--- src/rtl/mem_port_arbiter.sv ---
// Shares one single-port 16-bit memory between instruction fetch (IF) and load/store (DM).
// DM has priority; a saturating starvation counter forces an IF grant after STARVE_MAX DM wins.
module mem_port_arbiter #(
    parameter int unsigned MEM_LAT    = 1,
    parameter int unsigned STARVE_MAX = 3
) (
    input  logic        clk,
    input  logic        rst,
    input  logic        if_req,
    input  logic [15:0] if_addr,
    output logic        if_gnt,
    output logic        if_rvalid,
    output logic [15:0] if_rdata,
    input  logic        dm_req,
    input  logic        dm_we,
    input  logic [15:0] dm_addr,
    input  logic [15:0] dm_wdata,
    output logic        dm_gnt,
    output logic        dm_rvalid,
    output logic [15:0] dm_rdata,
    output logic        mem_en,
    output logic        mem_we,
    output logic [14:0] mem_addr,
    output logic [15:0] mem_wdata,
    input  logic [15:0] mem_rdata,
    output logic        misalign_err
);
    typedef enum logic [1:0] {S_IDLE, S_ISSUE, S_WAIT, S_DONE} state_t;

    state_t      r_state, w_next;
    logic        r_own_dm, r_we, r_a0;
    logic [14:0] r_addr;
    logic [15:0] r_wdata, r_if_rdata, r_dm_rdata;
    logic [2:0]  r_lat_cnt, r_starve;
    logic        w_idle, w_starved, w_gnt_dm, w_gnt_if, w_last_wait;

    // Gated by rst so grants stay low while reset is held, although IDLE is the reset state.
    assign w_idle      = (r_state == S_IDLE) && rst;
    assign w_starved   = (r_starve == 3'(STARVE_MAX));
    assign w_gnt_dm    = w_idle && dm_req && !(if_req && w_starved);
    assign w_gnt_if    = w_idle && if_req && !w_gnt_dm;
    assign w_last_wait = (r_state == S_WAIT) && (r_lat_cnt == 3'(MEM_LAT - 1));

    always_ff @(posedge clk or negedge rst) begin
        if (!rst) r_state <= S_IDLE;
        else      r_state <= w_next;
    end

    always_comb begin
        w_next = r_state;
        case (r_state)
            S_IDLE:  if (w_gnt_if || w_gnt_dm) w_next = S_ISSUE;
            S_ISSUE: w_next = r_we ? S_DONE : S_WAIT;
            S_WAIT:  if (w_last_wait) w_next = S_DONE;
            S_DONE:  w_next = S_IDLE;
            default: w_next = S_IDLE;
        endcase
    end

    always_comb begin
        if_gnt       = w_gnt_if;
        dm_gnt       = w_gnt_dm;
        mem_en       = 1'b0;
        mem_we       = 1'b0;
        misalign_err = 1'b0;
        if_rvalid    = 1'b0;
        dm_rvalid    = 1'b0;
        case (r_state)
            S_ISSUE: begin
                mem_en       = 1'b1;
                mem_we       = r_we;
                misalign_err = r_own_dm && r_a0;
            end
            S_DONE: begin
                if_rvalid = !r_own_dm;
                dm_rvalid = r_own_dm;
            end
            default: ;
        endcase
    end

    assign mem_addr  = r_addr;
    assign mem_wdata = r_wdata;
    assign if_rdata  = r_if_rdata;
    assign dm_rdata  = r_dm_rdata;

    always_ff @(posedge clk or negedge rst) begin
        if (!rst) begin
            r_own_dm   <= 1'b0;
            r_we       <= 1'b0;
            r_a0       <= 1'b0;
            r_addr     <= '0;
            r_wdata    <= '0;
            r_if_rdata <= '0;
            r_dm_rdata <= '0;
            r_lat_cnt  <= '0;
            r_starve   <= '0;
        end else begin
            if (w_gnt_if || w_gnt_dm) begin
                r_own_dm <= w_gnt_dm;
                r_we     <= w_gnt_dm && dm_we;
                r_a0     <= w_gnt_dm ? dm_addr[0] : if_addr[0];
                r_addr   <= w_gnt_dm ? dm_addr[15:1] : if_addr[15:1];
                if (w_gnt_dm) r_wdata <= dm_wdata;
            end
            if (r_state == S_ISSUE)     r_lat_cnt <= '0;
            else if (r_state == S_WAIT) r_lat_cnt <= r_lat_cnt + 3'd1;
            if (w_last_wait) begin
                if (r_own_dm) r_dm_rdata <= mem_rdata;
                else          r_if_rdata <= mem_rdata;
            end
            if (w_gnt_if)
                r_starve <= '0;
            else if (w_gnt_dm && if_req && !w_starved)
                r_starve <= r_starve + 3'd1;
        end
    end
endmodule
--- config.mk ---
export PLATFORM = sky130hd
export DESIGN_NAME = mem_port_arbiter
export DESIGN_NICKNAME = d
export VERILOG_FILES = /design/src/rtl/mem_port_arbiter.sv
export SDC_FILE = /design/constraint.sdc
export NUM_CORES = 1
export LEC_CHECK = 0
export CAP_MARGIN = 20
export CORE_MARGIN = 3
export CORE_UTILIZATION = 43
export CTS_BUF_LIST = sky130_fd_sc_hd__clkbuf_4 sky130_fd_sc_hd__clkbuf_8
export CTS_CLUSTER_DIAMETER = 150
export DETAILED_ROUTE_END_ITERATION = 16
export PLACE_DENSITY = 0.82
export SLEW_MARGIN = 25
export SYNTH_ARGS = -nofsm -noshare
export SYNTH_HDL_FRONTEND = slang
export SYNTH_SLANG_ARGS = --single-unit
--- constraint.sdc ---
create_clock -name clk -period 2.1 [get_ports clk]
set_input_delay 0.315 -clock clk [delete_from_list [all_inputs] [get_ports clk]]
set_output_delay 0.315 -clock clk [all_outputs]
set_load 0.05 [all_outputs]
# After elaboration in Yosys (flattened, before gate mapping)
# Cells that the tools add are included.
[classes]
n_eq_ne = 6
mux = 15
reduce_logical = 24
shifts = 0
addsub = 2
magnitude_cmp = 0
bitwise = 1
n_mul = 0
n_div = 0
[op_table]
columns = ["operator", "n"]
rows = [
  ["$mux W15", 1],
  ["$mux W3", 4],
  ["$logic_and A1 B1 Y1", 11],
  ["$pmux W2 S4", 1],
  ["$reduce_and A2 Y1", 4],
  ["$mux W1", 7],
  ["$add A3 B1 Y3 const B", 2],
  ["$eq A2 B2 Y1 const B", 2],
  ["$logic_not A1 Y1", 4],
  ["$mux W2", 2],
  ["$reduce_bool A2 Y1", 2],
  ["$eq A3 B2 Y1 const B", 1],
  ["$logic_not A3 Y1", 1],
  ["$eq A2 B1 Y1 const B", 1],
  ["$logic_not A2 Y1", 1],
  ["$ne A2 B1 Y1 const B", 1],
  ["$ne A2 B2 Y1 const B", 1],
  ["$logic_or A1 B1 Y1", 1],
  ["$not A1 Y1", 1],
]
[word_totals]
regBits = 74
inputBits = 69
rom_bits = 0
output_inout_bits = 70
word_cells = 58
latch_bits = 0
mem_bits_rw = 0
memories = 0

# Depth between registers and ports, before layout
[depth]
depth_word = 9
mapped_depth = 7

# Worst setup path after synthesis
# No wires, ideal clock.
[synth_path]
path_type = "reg2out"
start = "reg r_state[1]"
end = "out misalign_err"
t_arrival_ps = 1584
slack_ps = 201
path_stages_with_launch = 4
n_path_buf = 0
t_required_ps = 1785
path_cell_list = "dfrtp_1 -> inv_1 -> ha_1 -> and3_1"
[synth_via]
elab_chain_cells = 2
[synth_rtl]
columns = ["item", "line", "source"]
rows = [
  ["start: declaration", "30", "state_t r_state, w_next;"],
  ["start signal: assignment", "46", "else r_state <= w_next;"],
  ["$eq A2 B1 Y1", "68", "case (r_state)"],
  ["$mux W1", "68", ""],
  ["end: declaration", "26", "output logic misalign_err"],
]
# Every way passes these cells.

# Worst setup path after layout
[layout_path]
start = "reg r_state[1]"
end = "out dm_gnt"
[layout_via]
elab_chain_cells = 4
[layout_rtl]
columns = ["item", "line", "source"]
rows = [
  ["$logic_not A2 Y1", "38", "assign w_idle = (r_state == S_IDLE) && rst;"],
  ["$logic_and A1 B1 Y1", "38", ""],
  ["$logic_and A1 B1 Y1 (2 in series)", "40", "assign w_gnt_dm = w_idle && dm_req && !(if_req && w_starved);"],
  ["end: declaration", "18", "output logic dm_gnt,"],
]
# Every way passes these cells.

==> results.py <==
metrics = {
    "floorplan": {
        "chipWidth_microns": 91.17,
        "die_area_sq_um": 8312,
        "core_area_sq_um": 6907,
        "io_pins": 139,
        "start_util": 0.4516,
        "rows": 30,
        "die_h_microns": 91.17,
    },
    "logic_synthesis": {
        "async_flop_share": 1.000,
        "synth-seq-cells": 74,
        "syn_area_sq_um": 3119,
        "yosysUniqueCellTypes": 32,
        "synthCells": 213,
        "synth-main-ff-cell": "dfrtp_1",
        "synth_area_per_cell_sq_um": 14.64,
        "synth-warning-count": 0,
        "synth_edf_count": 0,
        "yosysSeqAreaShare": 0.5937,
        "syn-num-nets": 291,
    },
    "clocking": {
        "clock-sinks": 74,
        "cts_hold_buf": 0,
        "clk_latency_ns": 0.34,
        "cts_buffer_depth": 2,
        "cts_buffers": 9,
        "cts_root_buffer": "clkbuf_8",
        "ctsHtreeMaxLevel": 3,
        "clk_pin_slew_ns": 0.08,
        "cts_tree": "built",
    },
    "cells_and_area": {
        "nets": 442,
        "antenna_cells": 0,
        "drive_gt1_frac": 0.2554,
        "finalNonFillerCells": 464,
        "area_growth_syn_to_layout_pct": 58.88,
        "fin_util": 0.7176,
    },
    "global_routing": {
        "globalRouteTotalUtil": 0.1874,
        "grt_pass1_wl_mm": 12.27,
        "grt_start_max_net_pins": 75,
        "grt.overflow.total": 0,
        "antenna_found_initial": 0,
        "grt_pass1_vias": 2396,
    },
    "power_and_ir_drop": {
        "p_leak_nw": 2.116,
        "ir_drop_mv": 1.169,
        "p_sw_mw": 4.085,
        "p_seq_frac": 0.279,
        "power_density_nw_per_um2": 1808,
        "p_int_mw": 4.875,
        "switching_share": 0.4559,
        "p_total_mw": 8.960,
        "p_comb_frac": 0.582,
        "p_clk_frac": 0.138,
    },
    "worst_setup_path": {
        "arrival_ns": 1.71,
        "reg2reg_slack_ns": 0.08,
        "start_kind": "register",
        "worstSetupPathType": "reg2out",
        "worstSetupEndpointType": "output pin",
        "cp_max_fo": 5,
        "crit_required_ns": 1.78,
    },
    "sta": {
        "finalSetupViolCount": 0,
        "hold_viol": 0,
        "drv_slew": 0,
        "grt_setup_unrepaired": "yes",
        "finalCritPeriodShare": 0.9666,
        "tightest_slew_ns": 0.9137,
        "fin_ws_ns": 0.07008,
        "fmax_mhz": 492.6,
        "skew_ns": 0.008614,
        "fin_crit_ns": 2.030,
        "holdWs_ns": 0.2735,
        "slew_headroom": 0.3908,
    },
    "routing": {
        "drt_first_iter_violations": 56,
        "drt_wl_total_mm": 7.548,
        "vias": 2318,
        "first_pass_iters": 4,
        "ant_nets": 0,
        "wl_per_cell_microns": 16.27,
        "post_drt_via_cell_ratio": 4.996,
        "drc": 0,
    },
    "placed_design": {
        "place_ws_ns": 0.2029,
        "io_buffer_count": 138,
        "placed_cells": 445,
        "dp_hpwl_mm": 5.425,
        "place_congestion": 0.7791,
    },
    "hold_path": {
        "hold_path_class": "in2async",
    },
    "job": {
        "cap_violations": 0,
    },
    "run_status": {
        "status": "complete, no violations",
    },
}
==> area by class of cell <==
cell class	count	area, sq um
Fill cell	511	1951
Sequential cell	74	1852
Timing Repair Buffer	148	1524
Multi-Input combinational cell	123	1204
Clock buffer	11	151.4
Tap cell	96	120.1
Clock inverter	4	75.07
Inverter	8	30.03
==> flip-flops by register name, summed over array words and instances, names as in the netlist <==
signal / count
if_rdata: 16
dm_rdata: 16
r_starve: 3
r_we: 1
r_state: 2
r_a0: 1
r_own_dm: 1
mem_wdata: 16
r_lat_cnt: 3
mem_addr: 15
==> worst max-delay path, cell delays in order, from the launching register on <==
cell and delay (ns):
dfrtp_1 0.44, inv_1 0.13, ha_2 0.25, nand3_1 0.14, a21oi_4 0.18, buf_12 0.13, buf_12 0.12
==> per-stage QoR <==
| stage | area (sq um) | TNS, ns |
|---|---|---|
| after global routing | 4956 | -0.1587 |
| after CTS | 4926 | 0 |
| final | 4956 | 0 |
| after global placement | 4657 | 0 |
| after detailed placement | 4657 | 0 |
| after floorplan | 3119 | 0 |
==> power by group through the flow <==
stage | logic (mW) | registers (mW) | clock network [mW]
6_report | 5.22 | 2.50 | 1.24
2_1_floorplan | 1.32 | 4.61 | 0
3_3_place_gp | 5.13 | 2.48 | 0
3_5_place_dp | 5.21 | 2.52 | 0
4_1_cts | 5.25 | 2.51 | 1.27
5_1_grt | 5.45 | 2.60 | 1.34
==> what timing repair did <==
| item | CTS | global route |
|---|---|---|
| cloned | 1 | 0 |
| setup endpoints to repair | 2 | 13 |
| buffers inserted | 1 | 2 |
| pin swaps | 0 | 0 |
| gates resized for setup | 1 | 3 |
==> cell usage after synthesis (all sizes together), types with 2 or more instances <==
| cell | number | area (sq um) |
|---|---|---|
| nand2 | 3 | 11.26 |
| dfrtp | 74 | 1852 |
| a21oi | 2 | 13.76 |
| a22o | 3 | 26.28 |
| mux2 | 50 | 563.0 |
| inv | 8 | 30.03 |
| and2 | 18 | 113.9 |
| nand3 | 2 | 15.01 |
| a221o | 16 | 160.2 |
| buf | 8 | 62.56 |
| o21ai | 2 | 10.01 |
| and3 | 2 | 12.51 |
| ha | 9 | 112.6 |
| nor2 | 4 | 15.01 |
==> layout by cell type, fill, tap and decap left out <==
cell and n:
clkdlybuf4s50_1 130, dfrtp_1 74, mux2_2 50, a221o_1 16
and2_1 14, buf_4 12, clkbuf_8 11, ha_1 8
inv_1 7, buf_12 5, nor2_1 4, nand2_1 3
a22o_1 3, and2_0 3, a21oi_4 2, and3_1 2
o21ai_0 2, clkinvlp_4 2, bufinv_16 2, nand3_1 1
inv_2 1, nand3_4 1, and2_2 1, and2b_1 1
nand4_2 1, nand3b_1 1, a21bo_2 1, a211oi_1 1
nand2b_4 1, o211ai_2 1, a22oi_1 1, mux2i_1 1
a21o_1 1, nor3b_4 1, o22ai_1 1, ha_2 1
bufbuf_16 1
==> routing by layer <==
metal  up-vias  part of all wire  GRT usage  wire (microns)
met3         9             0.076    0.05551             574
li1       1076                 -          -               -
met4         0             0.015    0.05528             111
met1      1128              0.41     0.2302            3092
met5         -                 0          0               0
met2       105              0.50     0.3188            3769
==> final timing paths <==
kind,endpoint,start,cells past startpoint
max reg2reg,mem_wdata[9],r_state[1],7
min reg2reg,dm_rdata[5],dm_rdata[5],1
min,dm_rdata[7],rst,2
min in group clk,r_we,rst,3
max,dm_gnt,r_state[1],6
max in group asynchronous,if_rdata[13],rst,2
==> cell families after synthesis <==
kind of cell	synth area share
DFF	0.5937
buffers and inverters	0.02968
muxes	0.1837
and+or+nand+nor	0.07300
adders and majority gates	0.03610
AOI/OAI and AO/OA	0.08384
Note: power is estimated with default switching activity, not from simulation.
